[config.mk]
export PLATFORM = sky130hd
export DESIGN_NAME = parking_count_sequencer
export DESIGN_NICKNAME = d
export VERILOG_FILES = /design/src/rtl/parking_count_sequencer_pkg.sv /design/src/rtl/parking_count_sequencer_serial_add_slice.sv /design/src/rtl/parking_count_sequencer.sv
export SDC_FILE = /design/constraint.sdc
export NUM_CORES = 1
export LEC_CHECK = 0
export CAP_MARGIN = 20
export CORE_MARGIN = 4
export CORE_UTILIZATION = 40
export CTS_BUF_LIST = sky130_fd_sc_hd__clkbuf_4 sky130_fd_sc_hd__clkbuf_8
export DETAILED_ROUTE_END_ITERATION = 8
export HOLD_SLACK_MARGIN = 0.02
export PLACE_DENSITY = 0.68
export SKIP_LAST_GASP = 1
export SYNTH_ARGS = -nofsm -noshare
export SYNTH_HDL_FRONTEND = slang
export SYNTH_SLANG_ARGS = --single-unit
export TNS_END_PERCENT = 100
[constraint.sdc]
create_clock -name clk -period 4.6 [get_ports clk]
set_clock_uncertainty 0.05 [all_clocks]
set_input_delay 1.38 -clock clk [delete_from_list [all_inputs] [get_ports clk]]
set_output_delay 1.38 -clock clk [all_outputs]
set_load 0.02 [all_outputs]
[src/rtl/parking_count_sequencer_pkg.sv]
// ---------------------------------------------------------------------------
// parking_count_sequencer_pkg
//   Shared definitions for the car-park occupancy sequencer:
//     - FSM states (IDLE, ADD, DONE)
//     - operation codes (OP_INC / OP_DEC)
//     - requester identifiers (REQ_ENTRY / REQ_EXIT)
//   No ports; imported by parking_count_sequencer and serial_add_slice.
// ---------------------------------------------------------------------------
package parking_count_sequencer_pkg;

    typedef enum logic [1:0] {
        IDLE = 2'd0,
        ADD  = 2'd1,
        DONE = 2'd2
    } state_t;

    typedef enum logic {
        OP_INC = 1'b0,
        OP_DEC = 1'b1
    } op_t;

    typedef enum logic {
        REQ_ENTRY = 1'b0,
        REQ_EXIT  = 1'b1
    } req_id_t;

endpackage

[src/rtl/parking_count_sequencer_serial_add_slice.sv]
// ---------------------------------------------------------------------------
// full_adder
//   Single-bit combinational full adder.
//   Ports: a, b, cin (in); sum, cout (out).
//
// serial_add_slice
//   One full_adder plus the registered carry that links successive bit
//   positions of a bit-serial LSB-first addition.
//   Ports:
//     clk      in  1  system clock, rising edge
//     reset_n  in  1  asynchronous active-low reset (carry <= 0)
//     a_bit    in  1  current operand A bit
//     b_bit    in  1  current operand B bit
//     clear    in  1  force carry to 0 (start of a new addition)
//     enable   in  1  register the carry-out of this bit position
//     sum_bit  out 1  sum of a_bit + b_bit + stored carry
// ---------------------------------------------------------------------------
module full_adder (
    input  logic a,
    input  logic b,
    input  logic cin,
    output logic sum,
    output logic cout
);
    assign sum  = a ^ b ^ cin;
    assign cout = (a & b) | (a & cin) | (b & cin);
endmodule

module serial_add_slice
    import parking_count_sequencer_pkg::*;
(
    input  logic clk,
    input  logic reset_n,
    input  logic a_bit,
    input  logic b_bit,
    input  logic clear,
    input  logic enable,
    output logic sum_bit
);
    logic carry_reg;
    logic carry_out;

    full_adder u_full_adder (
        .a    (a_bit),
        .b    (b_bit),
        .cin  (carry_reg),
        .sum  (sum_bit),
        .cout (carry_out)
    );

    // clear has priority so a new addition always starts with carry-in 0.
    always_ff @(posedge clk or negedge reset_n) begin
        if (!reset_n) begin
            carry_reg <= 1'b0;
        end else if (clear) begin
            carry_reg <= 1'b0;
        end else if (enable) begin
            carry_reg <= carry_out;
        end
    end
endmodule

[src/rtl/parking_count_sequencer.sv]
// ---------------------------------------------------------------------------
// parking_count_sequencer
//   Arbitrates +1 (entry gate) and -1 (exit gate) requests and applies them
//   to the occupancy count through one shared bit-serial adder, LSB first,
//   over WIDTH cycles. Reports full/empty and refuses INC when full and DEC
//   when empty, so the count never wraps.
//
//   Parameters:
//     WIDTH     counter width and number of serial add cycles (>= 1)
//     CAPACITY  number of spaces, 1 .. 2**WIDTH-1
//
//   Ports:
//     clk        in   1      system clock, rising edge
//     reset_n    in   1      asynchronous active-low reset
//     entry_req  in   1      level request +1, held until entry_ack
//     exit_req   in   1      level request -1, held until exit_ack
//     entry_ack  out  1      one-cycle completion pulse for entry
//     exit_ack   out  1      one-cycle completion pulse for exit
//     reject     out  1      with an ack: request refused, count unchanged
//     busy       out  1      high whenever the FSM is not IDLE
//     count      out  WIDTH  current occupancy
//     full       out  1      count == CAPACITY
//     empty      out  1      count == 0
//
//   Build option:
//     PARK_EXIT_PRIORITY_EN  defined   -> exit always wins a tie
//                            undefined -> round-robin tie-break
// ---------------------------------------------------------------------------
module parking_count_sequencer
    import parking_count_sequencer_pkg::*;
#(
    parameter int WIDTH    = 8,
    parameter int CAPACITY = 200
) (
    input  logic             clk,
    input  logic             reset_n,
    input  logic             entry_req,
    input  logic             exit_req,
    output logic             entry_ack,
    output logic             exit_ack,
    output logic             reject,
    output logic             busy,
    output logic [WIDTH-1:0] count,
    output logic             full,
    output logic             empty
);
    localparam int CW = (WIDTH > 1) ? $clog2(WIDTH) : 1;
    localparam logic [WIDTH-1:0] CAP_VAL  = WIDTH'(CAPACITY);
    localparam logic [CW-1:0]    LAST_BIT = CW'(WIDTH - 1);

    state_t           state_reg;
    req_id_t          grant_reg;
    logic [WIDTH-1:0] count_reg;
    // Operand A is consumed from the LSB while sum bits enter at the MSB,
    // so after WIDTH shifts this register holds the result.
    logic [WIDTH-1:0] acc_sr_reg;
    logic [WIDTH-1:0] b_sr_reg;
    logic [CW-1:0]    bit_idx_reg;
    logic             entry_ack_reg;
    logic             exit_ack_reg;
    logic             reject_reg;
`ifndef PARK_EXIT_PRIORITY_EN
    req_id_t          rr_last_reg;
`endif

    logic             any_req;
    req_id_t          grant_next;
    op_t              op_next;
    logic             illegal_next;
    logic             sum_bit;
    logic [WIDTH-1:0] result_next;

    assign full  = (count_reg == CAP_VAL);
    assign empty = (count_reg == '0);
    assign busy  = (state_reg != IDLE);
    assign count     = count_reg;
    assign entry_ack = entry_ack_reg;
    assign exit_ack  = exit_ack_reg;
    assign reject    = reject_reg;

    // Arbiter: on a tie the requester not served last wins, or exit always
    // wins when the exit-priority build option is set.
    always_comb begin
        any_req    = entry_req | exit_req;
        grant_next = REQ_ENTRY;
        if (entry_req && exit_req) begin
`ifdef PARK_EXIT_PRIORITY_EN
            grant_next = REQ_EXIT;
`else
            grant_next = (rr_last_reg == REQ_EXIT) ? REQ_ENTRY : REQ_EXIT;
`endif
        end else if (exit_req) begin
            grant_next = REQ_EXIT;
        end
        op_next      = (grant_next == REQ_ENTRY) ? OP_INC : OP_DEC;
        illegal_next = (op_next == OP_INC) ? full : empty;
    end

    serial_add_slice u_serial_add_slice (
        .clk     (clk),
        .reset_n (reset_n),
        .a_bit   (acc_sr_reg[0]),
        .b_bit   (b_sr_reg[0]),
        .clear   (state_reg == IDLE),
        .enable  (state_reg == ADD),
        .sum_bit (sum_bit)
    );

    assign result_next = {sum_bit, acc_sr_reg[WIDTH-1:1]};

    always_ff @(posedge clk or negedge reset_n) begin
        if (!reset_n) begin
            state_reg     <= IDLE;
            grant_reg     <= REQ_ENTRY;
            count_reg     <= '0;
            acc_sr_reg    <= '0;
            b_sr_reg      <= '0;
            bit_idx_reg   <= '0;
            entry_ack_reg <= 1'b0;
            exit_ack_reg  <= 1'b0;
            reject_reg    <= 1'b0;
`ifndef PARK_EXIT_PRIORITY_EN
            rr_last_reg   <= REQ_EXIT;
`endif
        end else begin
            // Ack/reject are high only for the single DONE cycle.
            entry_ack_reg <= 1'b0;
            exit_ack_reg  <= 1'b0;
            reject_reg    <= 1'b0;
            case (state_reg)
                IDLE: begin
                    if (any_req) begin
                        grant_reg <= grant_next;
                        if (illegal_next) begin
                            // Refused request skips ADD; count untouched.
                            entry_ack_reg <= (grant_next == REQ_ENTRY);
                            exit_ack_reg  <= (grant_next == REQ_EXIT);
                            reject_reg    <= 1'b1;
`ifndef PARK_EXIT_PRIORITY_EN
                            rr_last_reg   <= grant_next;
`endif
                            state_reg     <= DONE;
                        end else begin
                            acc_sr_reg  <= count_reg;
                            // -1 is added as all-ones; the carry-out is dropped.
                            b_sr_reg    <= (op_next == OP_INC) ? WIDTH'(1) : '1;
                            bit_idx_reg <= '0;
                            state_reg   <= ADD;
                        end
                    end
                end
                ADD: begin
                    acc_sr_reg  <= result_next;
                    b_sr_reg    <= b_sr_reg >> 1;
                    bit_idx_reg <= bit_idx_reg + CW'(1);
                    if (bit_idx_reg == LAST_BIT) begin
                        count_reg     <= result_next;
                        entry_ack_reg <= (grant_reg == REQ_ENTRY);
                        exit_ack_reg  <= (grant_reg == REQ_EXIT);
`ifndef PARK_EXIT_PRIORITY_EN
                        rr_last_reg   <= grant_reg;
`endif
                        state_reg     <= DONE;
                    end
                end
                DONE: begin
                    state_reg <= IDLE;
                end
                default: begin
                    state_reg <= IDLE;
                end
            endcase
        end
    end
endmodule
# Word level (Yosys, flattened, before mapping)
# Index checks and enable logic that the tools add are counted.
[classes]
bitwise = 10
add_sub_neg = 1
n_reduce_logical = 10
n_mux = 35
eq_ne = 7
[ops]
columns = ["operator", "n"]
rows = [
  ["8-bit 2-to-1 mux", 5],
  ["8-bit one-hot mux with 2 select lines", 2],
  ["1-bit 2-to-1 mux", 18],
  ["8-bit equality test (second input constant)", 1],
  ["8-bit logical NOT", 1],
  ["2-bit != test (second input constant)", 4],
  ["2-bit 2-to-1 mux", 3],
  ["3-bit 2-to-1 mux", 2],
  ["1-bit one-hot mux with 2 select lines", 3],
  ["3-bit one-hot mux with 2 select lines", 1],
  ["2-bit AND reduction", 3],
  ["2-bit one-hot mux with 2 select lines", 1],
  ["4-bit AND reduction", 1],
  ["2-bit nonzero test", 2],
  ["3-bit by 1-bit adder with 3-bit output (second input constant)", 1],
  ["1-bit bitwise AND", 3],
  ["3-bit equality test (second input constant)", 1],
  ["1-bit OR", 3],
  ["3-bit AND reduction", 1],
  ["2-bit by 1-bit equality test with 1-bit output (second input constant)", 1],
  ["2-bit logical NOT", 1],
  ["1-bit inverter", 2],
  ["1-bit XOR", 2],
  ["1-bit logical AND", 1],
]
[totals]
word_cells = 74
in_bits = 4
regBits = 35

# Logic depth before layout (Yosys ltp)
# Gate-level depths: netlist of run 1.
[logic_depth]
word_depth = 6
mapped_depth = 6
ltp_nobuf = 5

# By module
# A second synthesis of run 1 with hierarchy kept.
[hier_totals]
cells_unflattened = 161
area_unflattened_um2 = 1692.9
[by_module_without_submodules]
columns = ["mod", "instances", "cells_per_inst", "area_each_um2"]
rows = [
  ["parking_count_sequencer", 1, 157, 1634.1],
  ["serial_add_slice", 1, 3, 38.8],
  ["full_adder", 1, 1, 20.0],
]

# Worst setup path after synthesis of run 1
# OpenSTA, ideal clock, no wires.
[synth_path]
path_kind = "reg2out"
from = "register count_reg[1], in the netlist count[1]"
to = "output empty"
arrival_time_ns = 1.688
slack_ns = 1.482
stages_incl_launch_ff = 5
n_path_buf = 1
path_cell_list = "dfrtp_1 or4_1 or2_0 buf_6 nor2_1"
[synth_between]
elab_chain_cells = 1
[synth_rtl]
columns = ["element", "line", "source"]
rows = [
  ["start: declaration", "parking_count_sequencer.sv:53", "logic [WIDTH-1:0] count_reg;"],
  ["start signal: assignment", "parking_count_sequencer.sv:157", "count_reg <= result_next;"],
  ["8-bit logical NOT", "parking_count_sequencer.sv:74", "assign empty = (count_reg == '0);"],
  ["end: declaration", "parking_count_sequencer.sv:45", "output logic empty"],
]
# No other way between the ends.

# Worst setup path in the final report of run 1
[layout_path]
from = "register count_reg[0], in the netlist count[0]"
to = "output empty"
# Same word-level chain as after synthesis.

==> out/results.tsv, run 1 <==
stage	metric	value	unit
global_routing	GR Overflow Total	0	
timing	final setup TNS	0	ns
power	power share of the combinational group	0.453	
layout	register area	877	sq um
layout	fraction of layout cells with a size suffix above 1	0.120	
synthesis	mux share of post-synthesis cell area	0.0392	
timing	post-layout min period	3.99	ns
synthesis	largest family of logic cells by synthesized area	compound AO/OA/AOI/OAI gates	
setup_path	Setup crit start kind	register	
setup_path	CP cell instances	or4_1, or2_0, nor2_1, clkdlybuf4s50_1	
routing	1st-iter DRT viols	93	
synthesis	Area contributors post-synth	dfrtp_1 (50%), nand2_1 (5.3%), o211ai_1 (3.6%)	
routing	drt total wl	3.57	mm
clock_tree	Post-CTS Repair Setup Buffers	0	
run	max-cap violations	0	
setup_path	critical setup path kind	register to primary output	
timing	Peak Freq	0.251	GHz
synthesis	EDFF count, synth	0	
timing	Worst Max-Slew Pin Slew	0.854	ns
timing	Hold Vio Cnt, Final	0	
global_routing	gr usage total	0.151	
power	Power Density	705	nW/um^2
synthesis	Compound-Gate Fraction of Synth Area	0.215	
synthesis	most numerous cell in the Yosys netlist	dfrtp_1	
power	Cell Int Power	0.823	mW
power	switching pwr	0.590	mW
timing	Final Max Tran Viols	0	
layout	footprint of the multi-input gates	731	sq um
timing	relative slew slack	0.430	
synthesis	Mean Syn Cell Area	10.3	sq um
layout	fin nets	189	
layout	fillers	376	
clock_tree	CTS resizes	0	
hold_path	worst min path class	register to register	
placed_design	Setup WS pre-CTS	0.908	ns
synthesis	ys flop type	dfrtp_1	
synthesis	Synth Area in XOR/XNOR	0	
routing	Avg Vias per Cell	5.58	
synthesis	synthesized net count	171	
global_routing	vias in the first global route	1311	
synthesis	share of the synthesized area in the top cell type	0.503	
synthesis	ys async rst share	1.00	
clock_tree	Clock Sinks	35	
floorplan	Initial Utilization	0.417	
synthesis	#FFs+latches synth	35	
timing	PnR worst setup slack	0.613	ns
synthesis	Mapped Cells	164	
global_routing	largest net degree at the start of global routing	36	
clock_tree	CTS root buf	clkbuf_8	
routing	DRT Pass-1 Iters	4	
synthesis	top cells by count, synth	dfrtp_1 (34), nand2_1 (24), nor2_1 (12)	
outcome	outcome	finished clean	
setup_path	WP data arrival	2.56	ns
power	clock share of power	0.196	
power	Peak VDD IR	0.000322	V
placed_design	Port Buffer Count	17	
setup_path	crit end category	primary output	
clock_tree	H-tree lvl count	2	
clock_tree	Max Root-Sink Buffers	2	
clock_tree	Reg clk slew, reported paths	0.08	ns
synthesis	post-synthesis simple-gate area fraction	0.151	
clock_tree	clock latency on the worst-skew pair	0.29	ns
power	Leak Pwr	0.878	nW
setup_path	worst-path maximum fanout	9	
floorplan	die width	73.0	um
layout	area grow syn2layout	18.6	%
placed_design	post-detail-place hpwl	2.38	mm
floorplan	DIE HEIGHT	73.0	um
timing	number of setup violations in the final report	0	
routing	antenna viol nets, final	0	
synthesis	count of different cell masters after synthesis	40	
clock_tree	CTS tree	yes	
routing	vias	1299	
floorplan	I/O pin count	18	
global_routing	first-pass GRT wire length	6.25	mm
synthesis	Adder-Cell Fraction of Synth Area	0.0266	
synthesis	Synth Warn #	0	
power	Flop pwr share	0.350	
routing	Remaining DRCs	0	
timing	Hold Slack	0.446	ns
setup_path	Worst EP required	3.17	ns
power	Sw Share	0.418	
timing	part of the cycle the worst path needs	0.867	
synthesis	Seq/Total Area, Yosys	0.518	
setup_path	CP max stage delay	0.63	ns
timing	RSZ-0062 raised after global routing	no	
floorplan	FP Rows	23	
clock_tree	CTS Buf Count	5	
floorplan	core area	4060	sq um
synthesis	Synth area leader	dfrtp_1	
synthesis	synthesized area	1690	sq um
placed_design	gp weighted congestion	0.795	
layout	# diodes	0	
routing	DR WL/cell	15.3	um
floorplan	die area	5330	sq um
clock_tree	Post-CTS Hold Fix Bufs	0	
power	Tot Pwr	1.41	mW
global_routing	initial antenna violation count	0	
setup_path	Slowest cell on crit path	clkdlybuf4s50_1	
cell type report:
| class | instances | area share |
|---|---|---|
| inverter | 10 | 0.0187 |
| timing repair buffer | 19 | 0.0923 |
| sequential | 35 | 0.437 |
| multi-input combinational | 111 | 0.364 |
| clock buffer | 5 | 0.0343 |
| tap | 50 | 0.0312 |
| clock inverter | 3 | 0.0218 |
metrics by stage:
step            util  std cells  area [sq um]
6_report       0.494        233          2010
5_1_grt        0.494        233          2010
4_1_cts        0.494        233          2010
3_5_place_dp   0.467        225          1890
3_3_place_gp   0.467        225          1890
2_1_floorplan      -        164          1690
power by group through the flow:
stage / clock, mW / sequential (mW) / combinational (mW)
after detailed placement: 0 / 0.499 / 0.645
after floorplan: 0 / 0.509 / 0.449
after CTS: 0.284 / 0.494 / 0.644
after global routing: 0.300 / 0.509 / 0.714
final: 0.277 / 0.495 / 0.641
after global placement: 0 / 0.493 / 0.629
critical path, delay by kind of cell (launching register included):
family / cells / cell delay [ns]
buf+inv: 1 / 0.63
simple gates: 3 / 1.22
flops: 1 / 0.41
final timing paths:
check                                             start                      endpoint  slack [ns]  cells past startpoint
max                                            count[0]                         empty        0.61                      4
min                        u_serial_add_slice.carry_reg  u_serial_add_slice.carry_reg        0.45                      2
max reg2reg                                    count[0]                   b_sr_reg[6]        2.49                      4
max in group asynchronous                       reset_n                   rr_last_reg        2.71                      2
min in group asynchronous                       reset_n                        reject        1.46                      2
min reg2reg                u_serial_add_slice.carry_reg  u_serial_add_slice.carry_reg        0.45                      2
per-layer routing:
| layer | routed length [um] | global-route usage |
|---|---|---|
| met5 | 0 | 0 |
| met3 | 209 | 0.0399 |
| met4 | 40 | 0.0615 |
| met1 | 1730 | 0.202 |
| met2 | 1600 | 0.232 |
cells in the final DEF (no fill, tap or decap), types with 7 or more instances in the layout:
cell | synthesis | layout
o211ai_1 | 8 | 8
a31oi_1 | 7 | 7
clkdlybuf4s50_1 | 0 | 17
nand2_1 | 24 | 24
nor2_1 | 12 | 12
dfrtp_1 | 34 | 34
o21ai_0 | 11 | 11
inv_1 | 10 | 10
kinds of logic after synthesis:
group / Yosys count
and+or+nand+nor: 54
AOI/OAI and AO/OA: 48
DFF: 35
buffers and inverters: 18
muxes: 6
adders and majority gates: 3
(Power assumes the default switching activity.)
==> run 2: changes to the inputs <==
Settings changed: DONT_BUFFER_PORTS from default to 1, PLACE_DENSITY 0.68 to 0.62.
==> out/results.tsv, run 2 (same netlist as run 1, synthesis figures left out) <==
stage	metric	value	unit	change
global_routing	GR Overflow Total	0		unchanged
hold_path	worst min path class	register to register		
clock_tree	Clock Sinks	35		unchanged
floorplan	Initial Utilization	0.417		unchanged
floorplan	FP Rows	23		unchanged
layout	fillers	388		+3.2%
layout	fin cells	215		-7.7%
timing	number of setup violations in the final report	0		unchanged
clock_tree	Max Root-Sink Buffers	2		unchanged
power	Peak VDD IR	0.000378	V	+17%
clock_tree	H-tree lvl count	2		unchanged
setup_path	CP cell instances	or4_1, or2_0, nor2_1		
power	Power Density	705	nW/um^2	about the same
setup_path	Worst EP required	3.17	ns	about the same
floorplan	core area	4060	sq um	unchanged
timing	Worst Max-Slew Pin Slew	0.851	ns	-0.00360 ns
routing	1st-iter DRT viols	54		-42%
floorplan	I/O pin count	18		unchanged
setup_path	Setup crit start kind	register		
setup_path	worst-path maximum fanout	9		unchanged
timing	Peak Freq	0.271	GHz	+7.9%
clock_tree	Post-CTS Repair Setup Buffers	0		unchanged
floorplan	die width	73.0	um	unchanged
timing	final setup TNS	0	ns	unchanged
clock_tree	CTS resizes	0		unchanged
power	Leak Pwr	0.804	nW	-8.5%
layout	# diodes	0		unchanged
setup_path	Crit. path cell count	3		-1
layout	fraction of layout cells with a size suffix above 1	0.127		+0.00705
routing	antenna viol nets, final	0		unchanged
outcome	outcome	finished clean		
setup_path	Slowest cell on crit path	or4_1		
timing	part of the cycle the worst path needs	0.803		-0.0632
setup_path	critical setup path kind	register to primary output		
clock_tree	Post-CTS Hold Fix Bufs	0		unchanged
floorplan	DIE HEIGHT	73.0	um	unchanged
timing	Final Max Tran Viols	0		unchanged
routing	DR WL/cell	16.3	um	+6.2%
placed_design	Port Buffer Count	0		-17
timing	relative slew slack	0.433		+0.00240
layout	fin nets	171		-9.5%
routing	Avg Vias per Cell	5.73		+2.9%
placed_design	gp weighted congestion	0.855		+7.5%
clock_tree	CTS tree	yes		
layout	most common cell after layout, fill and taps aside	dfrtp_1		
layout	Final Util	0.445		-0.0490
global_routing	largest net degree at the start of global routing	36		unchanged
timing	RSZ-0062 raised after global routing	no		
setup_path	worst r2r path cells	4		unchanged
clock_tree	CTS root buf	clkbuf_8		
global_routing	vias in the first global route	1212		-7.6%
placed_design	post-placement cell count	207		-8.0%
timing	Hold Vio Cnt, Final	0		unchanged
routing	drt total wl	3.50	mm	-2.0%
layout	area grow syn2layout	6.80	%	
global_routing	initial antenna violation count	0		unchanged
clock_tree	CTS Buf Count	5		unchanged
hold_path	Cells on Worst Hold Path	2		unchanged
layout	most frequent cells in the layout	dfrtp_1 (34), nand2_1 (24), nor2_1 (12)		
setup_path	WP data arrival	2.27	ns	-0.29 ns
global_routing	gr usage total	0.148		-0.00326
clock_tree	clock latency on the worst-skew pair	0.28	ns	about the same
clock_tree	Reg clk slew, reported paths	0.07	ns	about the same
setup_path	crit end category	primary output		
setup_path	worst path bufs/invs	0		-1
placed_design	post-detail-place hpwl	2.36	mm	-0.73%
routing	DRT Pass-1 Iters	4		unchanged
power	Tot Pwr	1.27	mW	-9.8%
setup_path	CP max stage delay	0.57	ns	-0.06 ns
timing	post-layout min period	3.70	ns	-0.291 ns
routing	vias	1233		-5.1%
run	max-cap violations	0		unchanged
routing	Remaining DRCs	0		unchanged
global_routing	first-pass GRT wire length	6.02	mm	-3.8%
setup_path	Top delay family on crit path	simple AND/OR/NAND/NOR gates		
floorplan	die area	5330	sq um	unchanged
-- run 2: cell types whose count changed in the layout (fill, tap and decap cells not counted), sizes merged --
| cell | previous run | this run |
|---|---|---|
| clkdlybuf4s50 | 17 | 0 |
| buf | 2 | 1 |
| bufinv | 1 | 0 |
| clkinv | 2 | 0 |
| clkbuf | 5 | 8 |
-- run 2: path summary, 6_finish.rpt --
kind / end / startpoint / slack, ns
setup / recovery: empty / count[1] / 0.90
hold / removal: b_sr_reg[1] / b_sr_reg[2] / 0.45
setup reg to reg: exit_ack / count[1] / 2.32
hold reg to reg: b_sr_reg[1] / b_sr_reg[2] / 0.45
max in group asynchronous: rr_last_reg / reset_n / 3.59
min in group asynchronous: grant_reg / reset_n / 0.73
-- run 2: cell type report --
type                            instances  area, sq um  share of cell area
Inverter                               10         37.5              0.0208
Clock buffer                            8         91.3              0.0506
Multi-Input combinational cell        111          731               0.404
Sequential cell                        35          877               0.485
Tap cell                               50         62.6              0.0346
Timing Repair Buffer                    1         7.51             0.00416
-- run 2: report_power, final --
group	total, mW	internal [mW]	switching, mW	leakage, nW
clock	0.227	0.125	0.102	0.0498
combinational	0.515	0.173	0.342	0.294
sequential	0.531	0.413	0.119	0.460
-- run 2: metal layers --
metal	wire length, um	up-vias	GRT usage	part of all wire
met5	0	-	0	0
met4	84	0	0.0635	0.024
met3	266	10	0.0579	0.076
met2	1560	55	0.214	0.44
met1	1590	590	0.196	0.45
li1	-	578	-	-
-- run 2: worst register-to-register path, stage by stage, from the launching register on --
cell	delay, ns
dfrtp_1	0.47
or4_1	0.57
or2_0	0.47
nor2_1	0.47
a32o_1	0.19
-- run 2: metrics by stage --
step,hold WS (ns),worst slack (ns),area [sq um]
after global placement,0.419,1.21,1720
after detailed placement,0.447,1.20,1720
final,0.453,0.904,1810
after global routing,0.491,0.764,1810
after floorplan,0.403,1.48,1690
after CTS,0.462,0.880,1810
==> run 3: changes to the inputs <==
Settings changed: PLACE_DENSITY 0.62 to 0.64.
Clock period 4.6 ns to 3.3 ns, I/O delays scaled along.
==> out/results.tsv, run 3 (same netlist as run 1, synthesis figures left out) <==
stage	metric	value	unit	change
setup_path	Slowest cell on crit path	or4_1		
outcome	outcome	finished clean		
placed_design	gp weighted congestion	0.839		-1.9%
clock_tree	clock latency on the worst-skew pair	0.29	ns	about the same
setup_path	Top delay family on crit path	simple AND/OR/NAND/NOR gates		
routing	DRT Pass-1 Iters	4		unchanged
placed_design	Area after DPL	1720	sq um	+0.44%
power	Power Density	1050	nW/um^2	+49%
timing	Hold Vio Cnt, Final	0		unchanged
timing	part of the cycle the worst path needs	0.954		
clock_tree	Post-CTS Repair Setup Buffers	0		unchanged
power	power share of the combinational group	0.381		-0.024
layout	fin area	1860	sq um	+3.0%
setup_path	critical setup path kind	register to primary output		
global_routing	gr usage total	0.144		-0.00412
global_routing	initial antenna violation count	0		unchanged
setup_path	worst path bufs/invs	0		unchanged
layout	Final Util	0.459		+0.0136
routing	antenna viol nets, final	0		unchanged
placed_design	post-placement cell count	208		+0.48%
timing	RSZ-0062 raised after global routing	no		
setup_path	Setup crit start kind	register		
global_routing	vias in the first global route	1229		+1.4%
timing	Final Max Tran Viols	0		unchanged
power	Flop pwr share	0.380		-0.037
layout	fillers	379		-2.3%
setup_path	worst r2r path cells	5		+1
layout	# diodes	0		unchanged
hold_path	worst min path class	input port to async pin		
floorplan	DIE HEIGHT	73.0	um	unchanged
clock_tree	Max Root-Sink Buffers	2		unchanged
layout	most common cell after layout, fill and taps aside	dfrtp_1		
floorplan	die width	73.0	um	unchanged
timing	Hold Slack	0.328	ns	-0.125 ns
routing	drt total wl	3.46	mm	-1.2%
global_routing	GR Overflow Total	0		unchanged
timing	relative slew slack	0.440		+0.00688
setup_path	CP cell instances	or4_1, or2_0, nor2_1		
clock_tree	H-tree lvl count	2		unchanged
global_routing	first-pass GRT wire length	5.93	mm	-1.5%
clock_tree	CTS root buf	clkbuf_8		
power	clock share of power	0.239		+0.061
clock_tree	Clock Sinks	35		unchanged
run	max-cap violations	0		unchanged
layout	fraction of layout cells with a size suffix above 1	0.139		+0.0113
power	Leak Pwr	0.824	nW	+2.5%
setup_path	Worst EP required	2.26	ns	-0.91 ns
placed_design	post-detail-place hpwl	2.30	mm	-2.5%
placed_design	Port Buffer Count	0		unchanged
setup_path	crit end category	primary output		
timing	Peak Freq	0.317	GHz	
timing	PnR worst setup slack	0.150	ns	-0.754 ns
clock_tree	CTS tree	yes		
setup_path	Critical R2R Launch	count[1]		
floorplan	core area	4060	sq um	unchanged
timing	Worst Max-Slew Pin Slew	0.841	ns	-0.0103 ns
layout	most frequent cells in the layout	dfrtp_1 (34), nand2_1 (24), nor2_1 (11), o21ai_0 (11), inv_1 (10)		
setup_path	CP max stage delay	0.60	ns	+0.03 ns
routing	Remaining DRCs	0		unchanged
routing	vias	1214		-1.5%
setup_path	R2R Path End	b_sr_reg[6]		
clock_tree	Reg clk slew, reported paths	0.09	ns	+0.02 ns
routing	1st-iter DRT viols	81		+50%
layout	fin cells	216		+0.47%
routing	DR WL/cell	16.0	um	-1.7%
timing	post-layout min period	3.15	ns	
timing	final setup TNS	0	ns	unchanged
floorplan	I/O pin count	18		unchanged
placed_design	Setup WS pre-CTS	0.413	ns	-0.785 ns
layout	area grow syn2layout	10.1	%	
timing	number of setup violations in the final report	0		unchanged
power	Sw Share	0.418		-0.0245
layout	fin nets	172		+0.58%
setup_path	FF-to-FF setup slack	1.00	ns	-1.32 ns
power	Tot Pwr	1.95	mW	+53%
setup_path	worst-path maximum fanout	4		-5
floorplan	Initial Utilization	0.417		unchanged
global_routing	largest net degree at the start of global routing	36		unchanged
setup_path	WP data arrival	2.11	ns	-0.16 ns
floorplan	die area	5330	sq um	unchanged
floorplan	FP Rows	23		unchanged
routing	Avg Vias per Cell	5.62		-2.0%
power	Cell Int Power	1.14	mW	+60%
power	Peak VDD IR	0.000443	V	+17%
power	switching pwr	0.815	mW	+45%
clock_tree	CTS Buf Count	5		unchanged
run 3: cell types whose count changed in the layout (fill, tap and decap cells not counted), sizes merged:
cell	previous run	this run
clkbuf	8	5
bufinv	0	2
buf	1	2
clkinvlp	0	1
run 3: final cells by class:
cell class,count,area (sq um),share of cell area
sequential,35,877,0.471
timing repair buffer,2,15.0,0.00806
clock buffer,5,68.8,0.0370
tap,50,62.6,0.0336
clock inverter,3,67.6,0.0363
multi-input combinational,111,733,0.394
inverter,10,37.5,0.0202
run 3: worst max path at each step:
stage	startpoint	end	slack, ns	depth (start not counted)
2_1_floorplan	count[1]	empty	0.57	4
3_3_place_gp	count[1]	empty	0.47	3
3_5_place_dp	count[1]	empty	0.41	3
4_1_cts	count[1]	empty	0.09	3
5_1_grt	count[1]	full	0.06	3
6_report	count[1]	full	0.15	3
run 3: metal layers:
metal	share of wire	track usage	vias up
met2	0.45	0.205	38
met3	0.072	0.0427	4
met4	0.011	0.0553	0
li1	-	-	579
met1	0.47	0.205	593
met5	0	0	-
run 3: power groups by stage:
stage | sequential (mW) | combinational, mW | clock [mW]
global route | 0.761 | 0.844 | 0.491
CTS | 0.740 | 0.742 | 0.473
floorplan | 0.709 | 0.626 | 0
global placement | 0.741 | 0.720 | 0
finish | 0.742 | 0.744 | 0.466
detailed placement | 0.748 | 0.738 | 0
run 3: repair_timing:
| action | CTS | global route |
|---|---|---|
| hold buffers | 0 | 0 |
| gates resized for setup | 0 | 1 |
| setup endpoints to repair | 0 | 1 |
run 3: worst register-to-register path: stages (launching register included):
cell	delay [ns]
dfrtp_1	0.48
or4_1	0.60
or2_0	0.37
buf_4	0.24
o21ai_4	0.25
o221ai_1	0.16
